**config.mk**
```make
export PLATFORM = sky130hd
export DESIGN_NAME = jtframe_st_arb
export DESIGN_NICKNAME = d
export VERILOG_FILES = /design/src/rtl/jtframe_st_arb.sv
export SDC_FILE = /design/constraint.sdc
export NUM_CORES = 1
export LEC_CHECK = 0
export ABC_AREA = 1
export ABC_CLOCK_PERIOD_IN_PS = 1300
export CAP_MARGIN = 40
export CORE_ASPECT_RATIO = 1.5
export CORE_MARGIN = 2
export CORE_UTILIZATION = 44
export DETAILED_ROUTE_END_ITERATION = 12
export GPL_TIMING_DRIVEN = 0
export HOLD_SLACK_MARGIN = 0.02
export PLACE_DENSITY = 0.78
export SYNTH_ARGS = -nofsm -noshare
export SYNTH_HDL_FRONTEND = slang
export SYNTH_SLANG_ARGS = --single-unit
```
**constraint.sdc**
```tcl
create_clock -name clk -period 1.3 [get_ports clk]
set_input_delay 0.13 -clock clk [delete_from_list [all_inputs] [get_ports clk]]
set_output_delay 0.13 -clock clk [all_outputs]
set_load 0.005 [all_outputs]
```
**src/rtl/jtframe_st_arb.sv**
```systemverilog
// Two-port round-robin arbiter for the registered status read bus. It holds the
// granted address for LAT cycles and returns the byte with a one-cycle ack.
module jtframe_st_arb #(
  parameter int unsigned LAT      = 2,
  parameter logic [7:0]  ADDR_RST = 8'h00
) (
  input  logic       clk,
  input  logic       rst_n,
  input  logic       a_req,
  input  logic [7:0] a_addr,
  output logic       a_ack,
  output logic [7:0] a_dout,
  input  logic       b_req,
  input  logic [7:0] b_addr,
  output logic       b_ack,
  output logic [7:0] b_dout,
  output logic [7:0] st_addr,
  input  logic [7:0] st_din,
  output logic       busy
);

  localparam logic [2:0] CntInit = 3'(LAT - 1);

  typedef enum logic [1:0] {StIdle, StWait, StAck} state_e;

  state_e     state_q, state_d;
  logic [2:0] cnt_q, cnt_d;
  logic       owner_q, owner_d;       // 1 = port B owns the transaction
  logic       prefer_b_q, prefer_b_d; // set once A has been served last
  logic [7:0] st_addr_q, st_addr_d;
  logic [7:0] a_dout_q, a_dout_d;
  logic [7:0] b_dout_q, b_dout_d;
  logic       a_ack_q, a_ack_d;
  logic       b_ack_q, b_ack_d;
  logic       busy_q, busy_d;
  logic       win_b;

  assign win_b = b_req & (~a_req | prefer_b_q);

  always_comb begin
    state_d    = state_q;
    cnt_d      = cnt_q;
    owner_d    = owner_q;
    prefer_b_d = prefer_b_q;
    st_addr_d  = st_addr_q;
    a_dout_d   = a_dout_q;
    b_dout_d   = b_dout_q;
    a_ack_d    = 1'b0;
    b_ack_d    = 1'b0;
    busy_d     = busy_q;
    unique case (state_q)
      StIdle: begin
        if (a_req | b_req) begin
          owner_d   = win_b;
          st_addr_d = win_b ? b_addr : a_addr;
          cnt_d     = CntInit;
          busy_d    = 1'b1;
          state_d   = StWait;
        end
      end
      StWait: begin
        if (cnt_q == 3'd0) begin
          if (owner_q) begin
            b_ack_d  = 1'b1;
            b_dout_d = st_din;
          end else begin
            a_ack_d  = 1'b1;
            a_dout_d = st_din;
          end
          prefer_b_d = ~owner_q;
          state_d    = StAck;
        end else begin
          cnt_d = cnt_q - 3'd1;
        end
      end
      StAck: begin
        // No grant here so the requester has a cycle to drop req.
        busy_d  = 1'b0;
        state_d = StIdle;
      end
      default: state_d = StIdle;
    endcase
  end

  always_ff @(posedge clk or negedge rst_n) begin
    if (!rst_n) begin
      state_q    <= StIdle;
      cnt_q      <= 3'd0;
      owner_q    <= 1'b0;
      prefer_b_q <= 1'b0;
      st_addr_q  <= ADDR_RST;
      a_dout_q   <= 8'h00;
      b_dout_q   <= 8'h00;
      a_ack_q    <= 1'b0;
      b_ack_q    <= 1'b0;
      busy_q     <= 1'b0;
    end else begin
      state_q    <= state_d;
      cnt_q      <= cnt_d;
      owner_q    <= owner_d;
      prefer_b_q <= prefer_b_d;
      st_addr_q  <= st_addr_d;
      a_dout_q   <= a_dout_d;
      b_dout_q   <= b_dout_d;
      a_ack_q    <= a_ack_d;
      b_ack_q    <= b_ack_d;
      busy_q     <= busy_d;
    end
  end

  assign st_addr = st_addr_q;
  assign a_dout  = a_dout_q;
  assign b_dout  = b_dout_q;
  assign a_ack   = a_ack_q;
  assign b_ack   = b_ack_q;
  assign busy    = busy_q;

endmodule

```
After elaboration in Yosys (flattened, before gate mapping)
Cells that the tools add are included.

Add/subtract/negate cells: 1. Eq/ne operators: 5. Muxes and demuxes: 15. Bitwise operators: 5. Reductions and logical operators: 11.

Operators by type and width (number): AND reduction 3 bit (3); 2-to-1 mux 8 bit (1); AND reduction 2 bit (4); 2-to-1 mux 1 bit (7); 2-to-1 mux 3 bit (2); inequality test 2 bit (second input constant) (3); one-hot mux 3 bit (2 select lines) (1); 2-to-1 mux 2 bit (2); one-hot mux 2 bit (2 select lines) (1); nonzero test 2 bit (2); zero test 3 bit (1); subtractor 3 x 1 -> 3 bit (second input constant) (1); equality test 2 x 1 -> 1 bit (second input constant) (1); equality test 2 bit (second input constant) (1); zero test 2 bit (1); NOT 1 bit (2); bitwise OR 1 bit (2); one-hot mux 1 bit (2 select lines) (1); bitwise AND 1 bit (1).

Bits in registers: 34. Input port bits: 28. Output and inout bits: 27. Logic and storage cells: 47.

Logic depth before layout (Yosys ltp)
Gate-level depths: netlist (run 1).

Word-level depth: 4. Depth in mapped cells: 8. Gate-level depth less buffers: 8.

Least setup slack after synthesis (run 1)
OpenSTA, ideal clock, no wires.

Kind: register to register. Start: register cnt_q[0]. End: register a_dout_q[0], in the netlist a_dout[0]. Library setup time: 0.117 ns. Arrival: 1.030 ns. Data required time: 1.183 ns. Setup slack: 0.154 ns. Stages on the path, launching flop included: 8. Buffers on the path: 0. Clock period less this slack: 1.146 ns. Cell sequence: dfrtp_1 inv_1 ha_1 nand2_1 nor2_4 nand2_2 nand2_1 nand2_1.

Cells in the longest elaborated chain, start to end: 2.

RTL lines: start, declared (RTL line 27) `logic [2:0] cnt_q, cnt_d;`; start signal, assigned (RTL line 99) `cnt_q <= cnt_d;`; zero test 3 bit (RTL line 62) `if (cnt_q == 3'd0) begin`; AND reduction 3 bit (no source line); end signal, assigned (RTL line 103) `a_dout_q <= a_dout_d;`; end, declared (RTL line 31) `logic [7:0] a_dout_q, a_dout_d;`.

No other way between the ends. A chain may end at the register's enable or synchronous reset.

Final worst setup path (run 1)
Start: register b_dout_q[5], in the netlist b_dout[5]. End: output port b_dout[5].

RTL lines: start, declared (RTL line 32) `logic [7:0] b_dout_q, b_dout_d;`; start signal, assigned (RTL line 104) `b_dout_q <= b_dout_d;`; end, declared (RTL line 16) `output logic [7:0] b_dout,`.

No word-level cell between the ends.

==> impl_metrics.py, run 1 <==
metrics = {
    "sta": {
        "fin_crit_sh": 0.979,
        "max_freq_mhz": 786,
        "relSlewSlack": 0.503,
        "hold_violations": 0,
        "period_needed_ps": 1270,
        "whs_ps": 179,
        "rsz0062_at_grt": "true",
        "setup_viol": 0,
        "maxSlewViolCount": 0,
        "worst_pin_slew_ps": 746,
        "setup_ws_ps": 27.7,
        "finClkSkew_ps": 3.90,
    },
    "setup_path": {
        "crit_path_end_kind": "output port",
        "critical_path_arrival_ps": 1140,
        "critPathMaxFanout": 2,
        "critPathLaunchType": "flip-flop",
        "max_stage_delay_ps": 500,
        "crit_slowest_cell": "clkdlybuf4s50_1",
        "cp.buffers_inverters": 1,
        "path_class": "reg2out",
        "crit_family": "buffers and inverters",
        "required_ps": 1170,
        "cp_cell_sequence": "clkdlybuf4s50_1",
    },
    "logic_synthesis": {
        "synth_top_family_by_area": "simple AND/OR/NAND/NOR gates",
        "synth_edf_count": 0,
        "netlist_instances": 190,
        "ys_seq_elements": 34,
        "synth_area_um2": 1570,
        "synth-adder-area-share": 0.0159,
        "synth_xor_xnor_area_share": 0,
        "syn_area_per_cell_um2": 8.26,
        "synth-seq-area-share": 0.542,
        "synth_top_area_frac": 0.542,
        "synthMuxAreaShare": 0,
        "ys_top_cells_by_area": "dfrtp_1 (54%), nand2_1 (17%), nand3_1 (8.6%)",
        "ys_types": 16,
        "yosys.area.top_type": "dfrtp_1",
        "synthSimpleGateAreaFrac": 0.313,
        "syn-num-nets": 220,
        "yosysMostFrequentCell": "nand2_1",
        "async_reset_ff_frac": 1.00,
        "synth_compound_gate_area_share": 0.0375,
        "synth_ff_type": "dfrtp_1",
        "yosysWarnings": 0,
        "synth_common_cells": "nand2_1 (71), dfrtp_1 (34), nand3_1 (27), inv_1 (24), o21ai_0 (9)",
    },
    "global_routing": {
        "grt_pass1_wl_um": 5840,
        "gr-total-overflow": 0,
        "grt_max_degree": 35,
        "grtUsageTotal": 0.189,
        "grt_pass1_vias": 1385,
        "antenna_found_initial": 0,
    },
    "power": {
        "sw_frac_of_total": 0.369,
        "p_seq_frac": 0.355,
        "combPwrFrac": 0.492,
        "p_int_w": 0.00328,
        "power.switching_w": 0.00192,
        "power_density_nw_per_um2": 2220,
        "clkPwrFrac": 0.153,
        "power_w": 0.00520,
        "p_leak_nw": 1.31,
        "ir_drop_v": 0.00131,
    },
    "routing": {
        "num_vias": 1414,
        "antenna_left": 0,
        "first_iter_violations": 27,
        "drcViolationCount": 0,
        "routed_wl_um": 3460,
        "first_pass_iters": 4,
        "avgViaCountPerCell": 4.74,
        "detail_route.wl_per_cell_um": 11.6,
    },
    "placement": {
        "place_ws_ps": -77.2,
        "gp_congestion": 0.693,
        "port_buffers": 53,
        "place_inst": 285,
        "hpwl_um": 2460,
    },
    "floorplanning": {
        "core_area_um2": 3420,
        "ioPinCount": 55,
        "rows": 26,
        "fp.dieH_um": 77.2,
        "start_util": 0.460,
        "die_x_um": 52.8,
        "die_area_um2": 4070,
    },
    "cts": {
        "cts_num_sinks": 34,
        "htreeDepth": 2,
        "clk_pin_slew_ps": 70,
        "clk_latency_ps": 290,
        "clockBufferDepth": 2,
        "cts_root_buf": "clkbuf_8",
        "numCtsBuffers": 5,
        "cts_tree": "built",
    },
    "run": {
        "drv_cap": 0,
    },
    "cells_and_area": {
        "final_util": 0.686,
        "nFillCells": 281,
        "area.growth.synth_to_final_pct": 49.2,
        "nets": 285,
        "n_antenna_cell": 0,
        "stdcell_count": 298,
        "drive_above_1_share": 0.133,
    },
    "hold_path": {
        "min_path_type": "in2reg",
    },
    "outcome": {
        "status": "completed",
    },
}
[through the flow]
stage | TNS, ps | area [um^2]
after floorplan | 0 | 1570
after global placement | -20140 | 2150
after detailed placement | -480 | 2150
after CTS | -41.1 | 2260
after global routing | -46.5 | 2340
final | 0 | 2340
[state kept, by name (all words and copies together) (netlist names)]
name / cells
a_ack: 1
a_dout: 8
b_ack: 1
b_dout: 8
busy: 1
cnt_q: 3
owner_q: 1
prefer_b_q: 1
st_addr: 8
state_q: 2
[logic make-up after synthesis]
group,Yosys count
AO/OA/AOI/OAI,11
adder cells (fa/ha/maj),2
buffers and inverters,32
flip-flops,34
AND/OR/NAND/NOR,111
[power groups by stage]
stage          combinational (W)  sequential [W]  clock [W]
6_report                 0.00256         0.00185   0.000796
5_1_grt                  0.00290         0.00191   0.000860
4_1_cts                  0.00248         0.00186   0.000819
3_5_place_dp             0.00244         0.00187          0
3_3_place_gp             0.00239         0.00186          0
2_1_floorplan            0.00123         0.00188          0
[cells in the final DEF (no fill, tap or decap)]
cell type and n:
ha_1 1, nor2_4 3, buf_2 2, o21ai_2 1, nand3_4 1, buf_6 4, clkinv_2 1, o21ai_0 8
nand2_4 2, o21ai_1 2, dlygate4sd2_1 1, nand2_1 70, clkdlybuf4s50_1 39, clkbuf_1 1, inv_1 22, nand3_1 27
dlymetal6s2s_1 12, nand2_2 5, nor2_1 4, dlygate4sd3_1 1, dfrtp_1 34, inv_2 6, clkbuf_8 6, buf_4 2
ha_4 1
[worst paths after layout]
path                           start    endpoint  slack, ps  cells after the start
setup / recovery           b_dout[5]   b_dout[5]         30                      1
hold / removal                 b_req  st_addr[3]        180                      4
min in group asynchronous      rst_n   b_dout[1]        440                      2
setup reg to reg            cnt_q[0]   a_dout[2]         60                      7
hold reg to reg            a_dout[5]   a_dout[5]        470                      2
max in group asynchronous      rst_n  st_addr[0]        380                      2
[timing repair]
action / in CTS / in global routing
pin swaps: 0 / 2
resized for setup: 2 / 22
cloned: 1 / 1
setup buffers: 0 / 2
endpoints found under the setup margin: 12 / 32
endpoints found under the hold margin: 34 / 0
hold buffers: 1 / 0
[layout make-up]
| class | instances | area, um^2 | area share |
|---|---|---|---|
| multi-input combinational | 125 | 614 | 0.262 |
| tap | 42 | 52.6 | 0.0224 |
| clock inverter | 1 | 5.00 | 0.00214 |
| buffer | 4 | 38.8 | 0.0166 |
| clock buffer | 7 | 86.3 | 0.0368 |
| inverter | 28 | 105 | 0.0448 |
| sequential | 34 | 851 | 0.363 |
| timing repair buffer | 57 | 591 | 0.252 |
[per-layer routing]
layer	GRT usage	share of wire	vias up	wire, um
met4	0.0744	0.017	0	58
met3	0.0525	0.057	8	198
li1	-	-	716	-
met2	0.321	0.51	49	1780
met1	0.218	0.41	641	1420
met5	0	0	-	0
[worst reg2reg max path, stage by stage, from the launching register on]
cell	delay (ps)
dfrtp_1	390
inv_2	80
ha_4	150
nand2_2	80
nor2_4	170
buf_6	140
nand3_1	90
nand2_1	80
Note: power is estimated with default switching activity, not from simulation.
==> run 2: changes to the inputs <==
Settings changed: SETUP_SLACK_MARGIN set to 0.05.
==> run 2 against run 1 <==
  * Sequential cell count stayed put
  * Utilization is 0.51 points lower
  * Cell count is 0.34% higher
  * First-iteration DRC count is 15% lower
  * Worst hold slack better by 3.8 ps
  * Register-to-register slack better by 30 ps
  * Sequential power hardly changed
  * Cell area is 0.75% lower
  * Setup slack better by 66 ps
  * Non-clock buffer count is 1 higher
  * Via count is 1.6% higher
  * Critical path depth is 6 higher
  * Highest routed layer unchanged
==> impl_metrics.py, run 2 (same netlist as run 1, synthesis figures left out) <==
metrics = {
    "outcome": {
        "status": "completed",
    },
    "cells_and_area": {
        "final_util": 0.681,
        "area.growth.synth_to_final_pct": 48.1,
        "n_antenna_cell": 0,
        "drive_above_1_share": 0.156,
        "layout_common_cells": "nand2_1 (70), dfrtp_1 (34), clkdlybuf4s50_1 (25), dlygate4sd2_1 (25)",
        "final_common_cell": "nand2_1",
        "nFillCells": 295,
        "nets": 286,
    },
    "global_routing": {
        "grtUsageMet2": 0.331,
        "top_usage_layer": "met2",
        "grt_pass1_vias": 1404,
        "grt_max_degree": 35,
        "use_met3": 0.0525,
        "grtUsageMet1": 0.223,
        "grtUsageTotal": 0.194,
        "antenna_found_initial": 0,
        "gr-total-overflow": 0,
        "grt_pass1_wl_um": 5990,
    },
    "sta": {
        "maxSlewViolCount": 0,
        "rsz0062_at_grt": "true",
        "hold_violations": 0,
        "worst_pin_slew_ps": 757,
        "finClkSkew_ps": 3.91,
        "fin_crit_sh": 0.928,
        "setup_tns_ps": 0,
        "period_needed_ps": 1210,
        "setup_viol": 0,
        "relSlewSlack": 0.495,
        "setup_ws_ps": 93.4,
        "max_freq_mhz": 829,
    },
    "power": {
        "p_leak_nw": 1.27,
        "power_density_nw_per_um2": 2170,
        "ir_drop_v": 0.00130,
        "power_w": 0.00505,
    },
    "setup_path": {
        "r2r_cells": 7,
        "cp_cell_sequence": "inv_2 > ha_4 > nand2_4 > nor2_4 > buf_6 > nand3_2 > nand2_1",
        "r2r-start": "cnt_q[1]",
        "crit_family": "flip-flops",
        "crit_path_end_kind": "flip-flop",
        "rrSetupSlack_ps": 90,
        "critPathMaxFanout": 5,
        "max_stage_delay_ps": 390,
        "cp.buffers_inverters": 2,
        "crit_slowest_cell": "dfrtp_1",
        "reg2reg_to": "a_dout[3]",
        "critPathLaunchType": "flip-flop",
        "path_class": "reg2reg",
        "critical_path_arrival_ps": 1430,
        "required_ps": 1530,
    },
    "cts": {
        "clockBufferDepth": 2,
        "cts_num_sinks": 34,
        "cts_tree": "built",
        "htreeDepth": 2,
        "clk_latency_ps": 280,
        "clk_pin_slew_ps": 70,
        "numCtsBuffers": 5,
        "cts_root_buf": "clkbuf_8",
    },
    "hold_path": {
        "min_path_type": "in2reg",
        "hold_depth": 3,
        "hold_path_startpoint": "b_req",
        "worstHoldEndpoint": "owner_q",
    },
    "routing": {
        "first_iter_violations": 23,
        "antenna_left": 0,
        "routed_wl_um": 3530,
        "first_pass_iters": 4,
        "drcViolationCount": 0,
        "avgViaCountPerCell": 4.80,
        "num_vias": 1436,
        "detail_route.wl_per_cell_um": 11.8,
    },
    "placement": {
        "place_ws_ps": -77.2,
        "port_buffers": 53,
        "hpwl_um": 2460,
        "gp_congestion": 0.693,
    },
    "floorplanning": {
        "core_area_um2": 3420,
        "die_x_um": 52.8,
        "start_util": 0.460,
        "ioPinCount": 55,
        "fp.dieH_um": 77.2,
        "die_area_um2": 4070,
        "rows": 26,
    },
    "run": {
        "drv_cap": 0,
    },
}
## run 2: cell count changes in the layout (fill, tap and decap cells not counted), sizes merged
cell	before	now
buf	8	9
clkdlybuf4s50	39	25
dlymetal6s2s	12	2
dlygate4sd2	1	25
## run 2: what timing repair did
| action | in CTS | in global routing |
|---|---|---|
| pin swaps | 3 | 2 |
| hold endpoints to repair | 34 | 0 |
| setup buffers | 2 | 1 |
| resized for setup | 32 | 11 |
| setup endpoints to repair | 45 | 24 |
| hold buffers | 1 | 0 |
| cloned | 1 | 1 |
## run 2: metal layers
layer | up-vias | part of all wire
met3 | 6 | 0.054
met2 | 51 | 0.53
met4 | 0 | 0.017
li1 | 718 | -
met5 | - | 0
met1 | 661 | 0.40
## run 2: how the worst max path moves through the flow
| stage | from | end | slack (ps) | cells after the start |
|---|---|---|---|---|
| floorplan | cnt_q[0] | a_dout[0] | 150 | 7 |
| global placement | rst_n | st_addr[6] | -590 | 1 |
| detailed placement | a_req | st_addr[0] | -80 | 6 |
| CTS | a_ack | a_ack | 60 | 1 |
| global route | cnt_q[1] | b_dout[4] | 10 | 6 |
| finish | cnt_q[1] | a_dout[3] | 90 | 7 |
## run 2: per-stage QoR
| step | cells | instance area [um^2] | hold slack (ps) |
|---|---|---|---|
| after CTS | 297 | 2270 | 177 |
| after floorplan | 190 | 1570 | -166 |
| final | 299 | 2330 | 182 |
| after global routing | 299 | 2330 | 191 |
| after detailed placement | 285 | 2150 | 237 |
| after global placement | 285 | 2150 | 455 |
## run 2: final cells by class
class	instances	area, um^2	share of cell area
sequential	34	851	0.366
multi-input combinational	125	644	0.277
timing repair buffer	58	543	0.233
inverter	28	105	0.0452
clock buffer	7	86.3	0.0371
tap	42	52.6	0.0226
buffer	4	38.8	0.0167
clock inverter	1	5.00	0.00215
## run 2: where the power goes
group,internal [W],switching [W]
Sequential,0.00158,0.000261
Combinational,0.00110,0.00132
Clock,0.000427,0.000367
Total,0.00310,0.00194
## run 2: worst min-delay path, stage by stage
cell and delay (ps):
buf_6 120, nand2_4 120, o21ai_2 70
==> run 3: changes to the inputs <==
Settings changed: CORE_UTILIZATION 44 to 40, PLACE_DENSITY 0.78 to 0.72.
==> run 3 against run 2 <==
  * Combinational power rose by 3%
  * Cell area rose by 1.2%
  * Sequential share of layout area fell by 0.45 points
  * Critical path type unchanged
  * Worst hold slack got worse by 1.7 ps
  * Clock skew rose by 1.5 ps
  * Largest cell class unchanged
  * Global-route usage fell by 0.78 points
  * Die area rose by 9.3%
==> impl_metrics.py, run 3 (same netlist as run 1, synthesis figures left out) <==
metrics = {
    "global_routing": {
        "grt_pass1_vias": 1393,
        "grtUsageTotal": 0.186,
        "grt_pass1_wl_um": 5930,
        "grt_max_degree": 35,
        "antenna_found_initial": 0,
        "gr-total-overflow": 0,
    },
    "routing": {
        "first_pass_iters": 4,
        "routed_wl_um": 3570,
        "first_iter_violations": 25,
        "antenna_left": 0,
        "drcViolationCount": 0,
        "detail_route.wl_per_cell_um": 11.7,
        "avgViaCountPerCell": 4.62,
        "num_vias": 1410,
    },
    "floorplanning": {
        "die_x_um": 55.2,
        "core_area_um2": 3720,
        "ioPinCount": 55,
        "rows": 27,
        "die_area_um2": 4450,
        "start_util": 0.423,
        "fp.dieH_um": 80.7,
    },
    "setup_path": {
        "critical_path_arrival_ps": 1460,
        "critPathLaunchType": "flip-flop",
        "critPathMaxFanout": 5,
        "r2r_cells": 7,
        "r2r-start": "cnt_q[0]",
        "reg2reg_to": "a_dout[6]",
        "rrSetupSlack_ps": 70,
        "required_ps": 1530,
        "path_class": "reg2reg",
        "crit_path_end_kind": "flip-flop",
    },
    "hold_path": {
        "worstHoldEndpoint": "owner_q",
        "hold_path_startpoint": "b_req",
        "min_path_type": "in2reg",
        "hold_depth": 3,
    },
    "power": {
        "power_density_nw_per_um2": 2180,
        "p_leak_nw": 1.29,
        "p_int_w": 0.00319,
        "power.switching_w": 0.00195,
        "combPwrFrac": 0.486,
        "p_seq_frac": 0.358,
        "clkPwrFrac": 0.156,
        "ir_drop_v": 0.00126,
        "sw_frac_of_total": 0.379,
    },
    "sta": {
        "rsz0062_at_grt": "true",
        "finClkSkew_ps": 5.43,
        "setup_viol": 0,
        "period_needed_ps": 1230,
        "relSlewSlack": 0.502,
        "setup_tns_ps": 0,
        "hold_violations": 0,
        "setup_ws_ps": 72.1,
        "worst_pin_slew_ps": 746,
        "max_freq_mhz": 814,
        "maxSlewViolCount": 0,
        "fin_crit_sh": 0.945,
    },
    "cts": {
        "clk_pin_slew_ps": 70,
        "numCtsBuffers": 5,
        "clk_latency_ps": 290,
        "clockBufferDepth": 2,
        "cts_root_buf": "clkbuf_8",
        "cts_tree": "built",
        "cts_num_sinks": 34,
        "htreeDepth": 2,
    },
    "outcome": {
        "status": "completed",
    },
    "run": {
        "drv_cap": 0,
    },
    "placement": {
        "place_ws_ps": -65.3,
        "hpwl_um": 2530,
        "placed_cell_area_um2": 2150,
        "port_buffers": 53,
        "gp_congestion": 0.680,
    },
    "cells_and_area": {
        "area.growth.synth_to_final_pct": 50.0,
        "final_common_cell": "nand2_1",
        "layout_common_cells": "nand2_1 (70), dfrtp_1 (34), clkdlybuf4s50_1 (25), dlygate4sd2_1 (25), nand3_1 (24)",
        "final_util": 0.634,
        "fin_area_um2": 2350,
        "drive_above_1_share": 0.164,
        "n_antenna_cell": 0,
        "nets": 291,
    },
}
## run 3: critical path, stage by stage (launching register included)
cell and delay, ps:
dfrtp_1 390, inv_2 80, ha_4 160, nand2_4 60, nor2_4 160, buf_6 140
nand3_1 80, nand2_1 80
## run 3: final cells by class
| type | instances | area (um^2) |
|---|---|---|
| clock buffer | 7 | 86.3 |
| inverter | 28 | 105 |
| tap | 43 | 53.8 |
| clock inverter | 1 | 5.00 |
| multi-input combinational | 125 | 634 |
| sequential | 34 | 851 |
| fill | 344 | 1360 |
| buffer | 4 | 38.8 |
| timing repair buffer | 63 | 581 |
## run 3: power groups by stage
| stage | Combinational [W] | Clock, W | Sequential [W] |
|---|---|---|---|
| after global placement | 0.00240 | 0 | 0.00187 |
| after floorplan | 0.00123 | 0 | 0.00188 |
| after CTS | 0.00241 | 0.000820 | 0.00184 |
| after detailed placement | 0.00246 | 0 | 0.00187 |
| final | 0.00250 | 0.000803 | 0.00184 |
| after global routing | 0.00287 | 0.000878 | 0.00191 |
## run 3: metrics by stage
stage | power (W) | hold WS (ps) | cells
after floorplan | 0.00311 | -166 | 190
after global placement | 0.00427 | 455 | 286
after detailed placement | 0.00432 | 243 | 286
after CTS | 0.00507 | 185 | 302
after global routing | 0.00566 | 202 | 305
final | 0.00514 | 181 | 305
## run 3: worst max-delay path by stage
stage,startpoint,to,slack (ps)
floorplan,cnt_q[0],a_dout[0],150
global placement,rst_n,st_addr[6],-580
detailed placement,a_req,st_addr[3],-70
CTS,cnt_q[0],a_dout[1],20
global route,cnt_q[0],a_dout[7],-10
finish,cnt_q[0],a_dout[6],70
## run 3: repair_timing
action / in CTS / in global routing
buffers inserted: 5 / 3
resized for setup: 31 / 11
hold buffers: 1 / 0
endpoints found under the setup margin: 44 / 27
hold endpoints to repair: 34 / 0
pin swaps: 1 / 5
gates cloned: 2 / 0
## run 3: routing by layer
metal	track usage	vias up	wire length [um]	part of all wire
met5	0	-	0	0
met4	0.120	0	94	0.026
met3	0.0588	11	246	0.069
met2	0.295	50	1800	0.50
met1	0.208	625	1430	0.40
li1	-	724	-	-
